<file path="src/rtl/calc_input_ctrl.sv">
// calc_input_ctrl: button front-end for the 4-bit calculator.
// Three raw buttons are synchronised, debounced and turned into one-cycle
// press pulses; an entry FSM walks the user through operand A, operand B
// and the operator, then shows the result. A free-running divider steps
// the FND digit-scan select. o_field is the FSM state itself.
`timescale 1ns/1ps

module calc_input_ctrl #(
    parameter int DEBOUNCE_CYCLES = 1_000_000,
    parameter int SCAN_DIV        = 100_000
) (
    input  logic       i_clk,
    input  logic       i_reset_n,
    input  logic       i_btn_inc,
    input  logic       i_btn_next,
    input  logic       i_btn_clear,
    output logic [3:0] o_a,
    output logic [3:0] o_b,
    output logic [1:0] o_selOperator,
    output logic [1:0] o_field,
    output logic       o_en,
    output logic [1:0] o_digitSelect
);

    localparam int DB_W = $clog2(DEBOUNCE_CYCLES);
    localparam int SC_W = (SCAN_DIV > 2) ? $clog2(SCAN_DIV) : 1;
    // The run that flips the stable level starts on the cycle the counter
    // is cleared by a fresh sample change, so the flip fires when the count
    // would step to DEBOUNCE_CYCLES-1, i.e. while it still holds D-2.
    localparam logic [DB_W-1:0] DB_LAST = DB_W'(DEBOUNCE_CYCLES - 2);
    localparam logic [SC_W-1:0] SC_LAST = SC_W'(SCAN_DIV - 1);

    // Button bit order everywhere: [0]=inc, [1]=next, [2]=clear.
    localparam int BTN_INC   = 0;
    localparam int BTN_NEXT  = 1;
    localparam int BTN_CLEAR = 2;

    typedef enum logic [1:0] {
        ENTER_A  = 2'd0,
        ENTER_B  = 2'd1,
        ENTER_OP = 2'd2,
        SHOW     = 2'd3
    } field_t;

    logic [2:0]            btn_raw;
    logic [2:0]            sync_0;
    logic [2:0]            sync_1;
    logic [2:0]            sync_prev;
    logic [2:0]            stable;
    logic [2:0]            press;
    logic [2:0][DB_W-1:0]  db_cnt;
    logic [SC_W-1:0]       scan_cnt;
    field_t                state;

    assign btn_raw = {i_btn_clear, i_btn_next, i_btn_inc};
    assign o_field = state;

    // Two-flop synchroniser for the asynchronous button inputs.
    always_ff @(posedge i_clk or negedge i_reset_n) begin
        if (!i_reset_n) begin
            sync_0 <= '0;
            sync_1 <= '0;
        end else begin
            sync_0 <= btn_raw;
            sync_1 <= sync_0;
        end
    end

    // Debounce each synchronised level and emit a pulse on accepted 0->1.
    always_ff @(posedge i_clk or negedge i_reset_n) begin
        if (!i_reset_n) begin
            sync_prev <= '0;
            stable    <= '0;
            press     <= '0;
            db_cnt    <= '0;
        end else begin
            sync_prev <= sync_1;
            for (int i = 0; i < 3; i++) begin
                press[i] <= 1'b0;
                if (sync_1[i] == stable[i] || sync_1[i] != sync_prev[i]) begin
                    db_cnt[i] <= '0;
                end else if (db_cnt[i] == DB_LAST) begin
                    stable[i] <= sync_1[i];
                    press[i]  <= sync_1[i];
                    db_cnt[i] <= '0;
                end else begin
                    db_cnt[i] <= db_cnt[i] + 1'b1;
                end
            end
        end
    end

    // Entry FSM: clear wins; otherwise inc edits the current field and next
    // advances, both on the same edge when they coincide.
    always_ff @(posedge i_clk or negedge i_reset_n) begin
        if (!i_reset_n) begin
            state         <= ENTER_A;
            o_a           <= '0;
            o_b           <= '0;
            o_selOperator <= '0;
            o_en          <= 1'b0;
        end else if (press[BTN_CLEAR]) begin
            state         <= ENTER_A;
            o_a           <= '0;
            o_b           <= '0;
            o_selOperator <= '0;
            o_en          <= 1'b0;
        end else begin
            if (press[BTN_INC]) begin
                case (state)
                    ENTER_A:  o_a           <= o_a + 4'd1;
                    ENTER_B:  o_b           <= o_b + 4'd1;
                    ENTER_OP: o_selOperator <= o_selOperator + 2'd1;
                    default:  ;
                endcase
            end
            if (press[BTN_NEXT]) begin
                case (state)
                    ENTER_A:  state <= ENTER_B;
                    ENTER_B:  state <= ENTER_OP;
                    ENTER_OP: state <= SHOW;
                    default:  state <= ENTER_A;
                endcase
                o_en <= (state == ENTER_OP);
            end
        end
    end

    // Free-running digit-scan divider, independent of the entry FSM.
    always_ff @(posedge i_clk or negedge i_reset_n) begin
        if (!i_reset_n) begin
            scan_cnt      <= '0;
            o_digitSelect <= '0;
        end else if (scan_cnt == SC_LAST) begin
            scan_cnt      <= '0;
            o_digitSelect <= o_digitSelect + 2'd1;
        end else begin
            scan_cnt <= scan_cnt + 1'b1;
        end
    end

endmodule

</file>
<file path="config.mk">
export PLATFORM = sky130hd
export DESIGN_NAME = calc_input_ctrl
export DESIGN_NICKNAME = d
export VERILOG_FILES = /design/src/rtl/calc_input_ctrl.sv
export SDC_FILE = /design/constraint.sdc
export NUM_CORES = 1
export LEC_CHECK = 0
export ABC_AREA = 1
export CAP_MARGIN = 20
export CORE_MARGIN = 2
export CORE_UTILIZATION = 60
export DETAILED_ROUTE_END_ITERATION = 8
export PLACE_DENSITY = 0.78
export SETUP_SLACK_MARGIN = 0.02
export SLEW_MARGIN = 20
export SYNTH_ARGS = -nofsm -noshare
export SYNTH_HDL_FRONTEND = slang
export SYNTH_SLANG_ARGS = --single-unit
</file>
<file path="constraint.sdc">
create_clock -name i_clk -period 2.3 [get_ports i_clk]
set_input_delay 0.575 -clock i_clk [delete_from_list [all_inputs] [get_ports i_clk]]
set_output_delay 0.575 -clock i_clk [all_outputs]
set_load 0.005 [all_outputs]
</file>
==> impl_metrics.env <==
export IMPL_worstMarginPinSlew_ns=0.499
export IMPL_startpoint_type="register"
export IMPL_path_cells="clkdlybuf4s50_1"
export IMPL_dp_slack_ns=0.499
export IMPL_clk_pin_slew_ns=0.11
export IMPL_drive_above_1_share_pct=8.09
export IMPL_drt_initial_drc_count=239
export IMPL_drc_errors=0
export IMPL_antenna_left=0
export IMPL_io_pins=20
export IMPL_cts_tree="done"
export IMPL_io_buffers=19
export IMPL_power_density_nw_per_um2=494
export IMPL_synth_edf_count=0
export IMPL_grt_pass1_wl_mm=19.9
export IMPL_ys_seq_area_share_pct=46.4
export IMPL_path_buf_inv=1
export IMPL_synth_top_area_cell="dfrtp_1"
export IMPL_nets=803
export IMPL_clk_latency_ns=0.38
export IMPL_core_um2=9280
export IMPL_antenna_found_initial=0
export IMPL_async_reset_ff_share_pct=100
export IMPL_die_width_um=102
export IMPL_ys_seq_elements=107
export IMPL_relSlewSlack_pct=66.5
export IMPL_diodes=0
export IMPL_start_util_pct=62.1
export IMPL_place_congestion=0.905
export IMPL_area_growth_pct=9.81
export IMPL_crit_arrival_ns=1.32
export IMPL_ys_flop_type="dfrtp_1"
export IMPL_fin_ws_ns=0.400
export IMPL_status="finished clean"
export IMPL_leakage_nw=2.85
export IMPL_drv_cap=0
export IMPL_period_needed_ns=1.90
export IMPL_drt_wirelength_per_cell_um=12.1
export IMPL_yosys_top_cells_area="dfrtp_1 46%, nor2_1 10%, nand2_1 10%"
export IMPL_syn_area_per_cell_um2=7.63
export IMPL_path_delay_family="buffers and inverters"
export IMPL_fmaxAchievable_mhz=526
export IMPL_rows=35
export IMPL_die_y_um=102
export IMPL_synth_top_area_share_pct=46.4
export IMPL_htreeDepth=3
export IMPL_yosys_cell_count_top_type="nor2_1"
export IMPL_rsz0062_at_grt="no"
export IMPL_holdWs_ns=0.122
export IMPL_cts_buffers=9
export IMPL_grt_pass1_vias=4573
export IMPL_hold_buffers=0
export IMPL_worst_path_max_fanout=3
export IMPL_cpPeakStageDelay_ns=0.53
export IMPL_synthesis_area_um2=5770
export IMPL_num_vias=4700
export IMPL_critPathRequiredTime_ns=1.73
export IMPL_ir_drop_mv=0.292
export IMPL_crit_type="reg -> out"
export IMPL_crit_path_end_kind="primary output"
export IMPL_finish_utilization_pct=68.2
export IMPL_skew_ns=0.0132
export IMPL_finalCritPeriodShare_pct=82.6
export IMPL_slowest_stage="clkdlybuf4s50_1"
export IMPL_vias_per_cell=5.11
export IMPL_routed_wl_mm=11.2
export IMPL_cts_num_sinks=107
export IMPL_setup_viol=0
export IMPL_fillers=811
export IMPL_ys_warn_count=0
export IMPL_hold_violations=0
export IMPL_place_hpwl_mm=8.49
export IMPL_postCtsSetupRepairBufs=0
export IMPL_grtUsageTotal_pct=24.0
export IMPL_clock_path_buffers=2
export IMPL_die_area_um2=10400
export IMPL_post_cts_resized=0
export IMPL_power_mw=3.13
export IMPL_slew_viol_final=0
export IMPL_synth_net_count=773
export IMPL_hp_class="in -> async"
export IMPL_synth_top_cells_by_count="157 x nor2_1, 156 x nand2_1, 107 x dfrtp_1, 107 x inv_1, 52 x nand3_1"
export IMPL_cts_root_buf="clkbuf_8"
export IMPL_setup_tns_ns=0
export IMPL_grt_max_degree=43
export IMPL_overflow=0
export IMPL_ys_types=29
export IMPL_syn_inst=756
export IMPL_first_pass_iters=4
routing by layer:
layer	vias to the layer above	GRT usage, %	routed length, um	part of all wire, %
met4	0	9.23	180	1.6
met2	103	39.6	5360	48
li1	2405	-	-	-
met5	-	0	0	0
met1	2176	31.7	5200	47
met3	16	4.38	432	3.9
placed cells by master, fill, tap and decap left out, drive strengths merged, types with 5 or more instances in the layout:
master,Yosys,final
buf,3,5
nor2,176,176
ha,12,12
clkbuf,1,9
xor2,28,28
dfrtp,107,107
nand3,56,56
nand4,14,14
o21ai,26,26
nor3,28,28
inv,113,116
clkdlybuf4s50,0,18
nand2,166,166
a21oi,12,12
xnor2,8,8
where the power goes:
| part | internal [mW] | switching, mW | leakage, nW |
|---|---|---|---|
| combinational | 0.0331 | 0.0854 | 1.30 |
| sequential | 1.90 | 0.0126 | 1.45 |
| clock | 0.415 | 0.685 | 0.0936 |
kinds of logic (layout without fill, tap and decap cells):
family,after synthesis,after routing,synth area share [%]
flip-flops,107,107,46.4
buffers and inverters,117,152,7.77
XOR/XNOR,36,36,5.47
adder cells (fa/ha/maj),12,12,2.60
AO/OA/AOI/OAI,42,42,3.95
AND/OR/NAND/NOR,442,442,33.8
flip-flops by register name, summed over array words and instances, names as in the netlist:
register / cells
db_cnt: 60
o_a: 4
o_b: 4
o_digitSelect: 2
o_en: 1
o_field: 2
o_selOperator: 2
press: 3
scan_cnt: 17
stable: 3
sync_0: 3
sync_1: 3
sync_prev: 3
through the flow:
step,instances,area [um^2]
after global placement,904,6150
final,920,6330
after detailed placement,904,6150
after CTS,920,6330
after global routing,920,6330
after floorplan,756,5770
path summary, 6_finish.rpt:
| path | startpoint | endpoint | slack, ns | cells after the start |
|---|---|---|---|---|
| max | o_digitSelect[1] | o_digitSelect[1] | 0.40 | 1 |
| min | i_reset_n | db_cnt[55] | 0.12 | 1 |
| max reg2reg | db_cnt[20] | db_cnt[32] | 0.46 | 11 |
| min reg2reg | sync_0[2] | sync_1[2] | 0.35 | 0 |
| max in group asynchronous | i_reset_n | scan_cnt[12] | 1.61 | 2 |
| min in group i_clk | sync_0[2] | sync_1[2] | 0.35 | 0 |
area by class of cell:
class	count	area [um^2]	share of cell area [%]
clock buffer	9	124	1.96
clock inverter	7	61.3	0.968
inverter	113	424	6.70
multi-input combinational	532	2640	41.7
sequential	107	2680	42.3
tap	129	161	2.55
timing repair buffer	23	243	3.83
(Power assumes the default switching activity.)
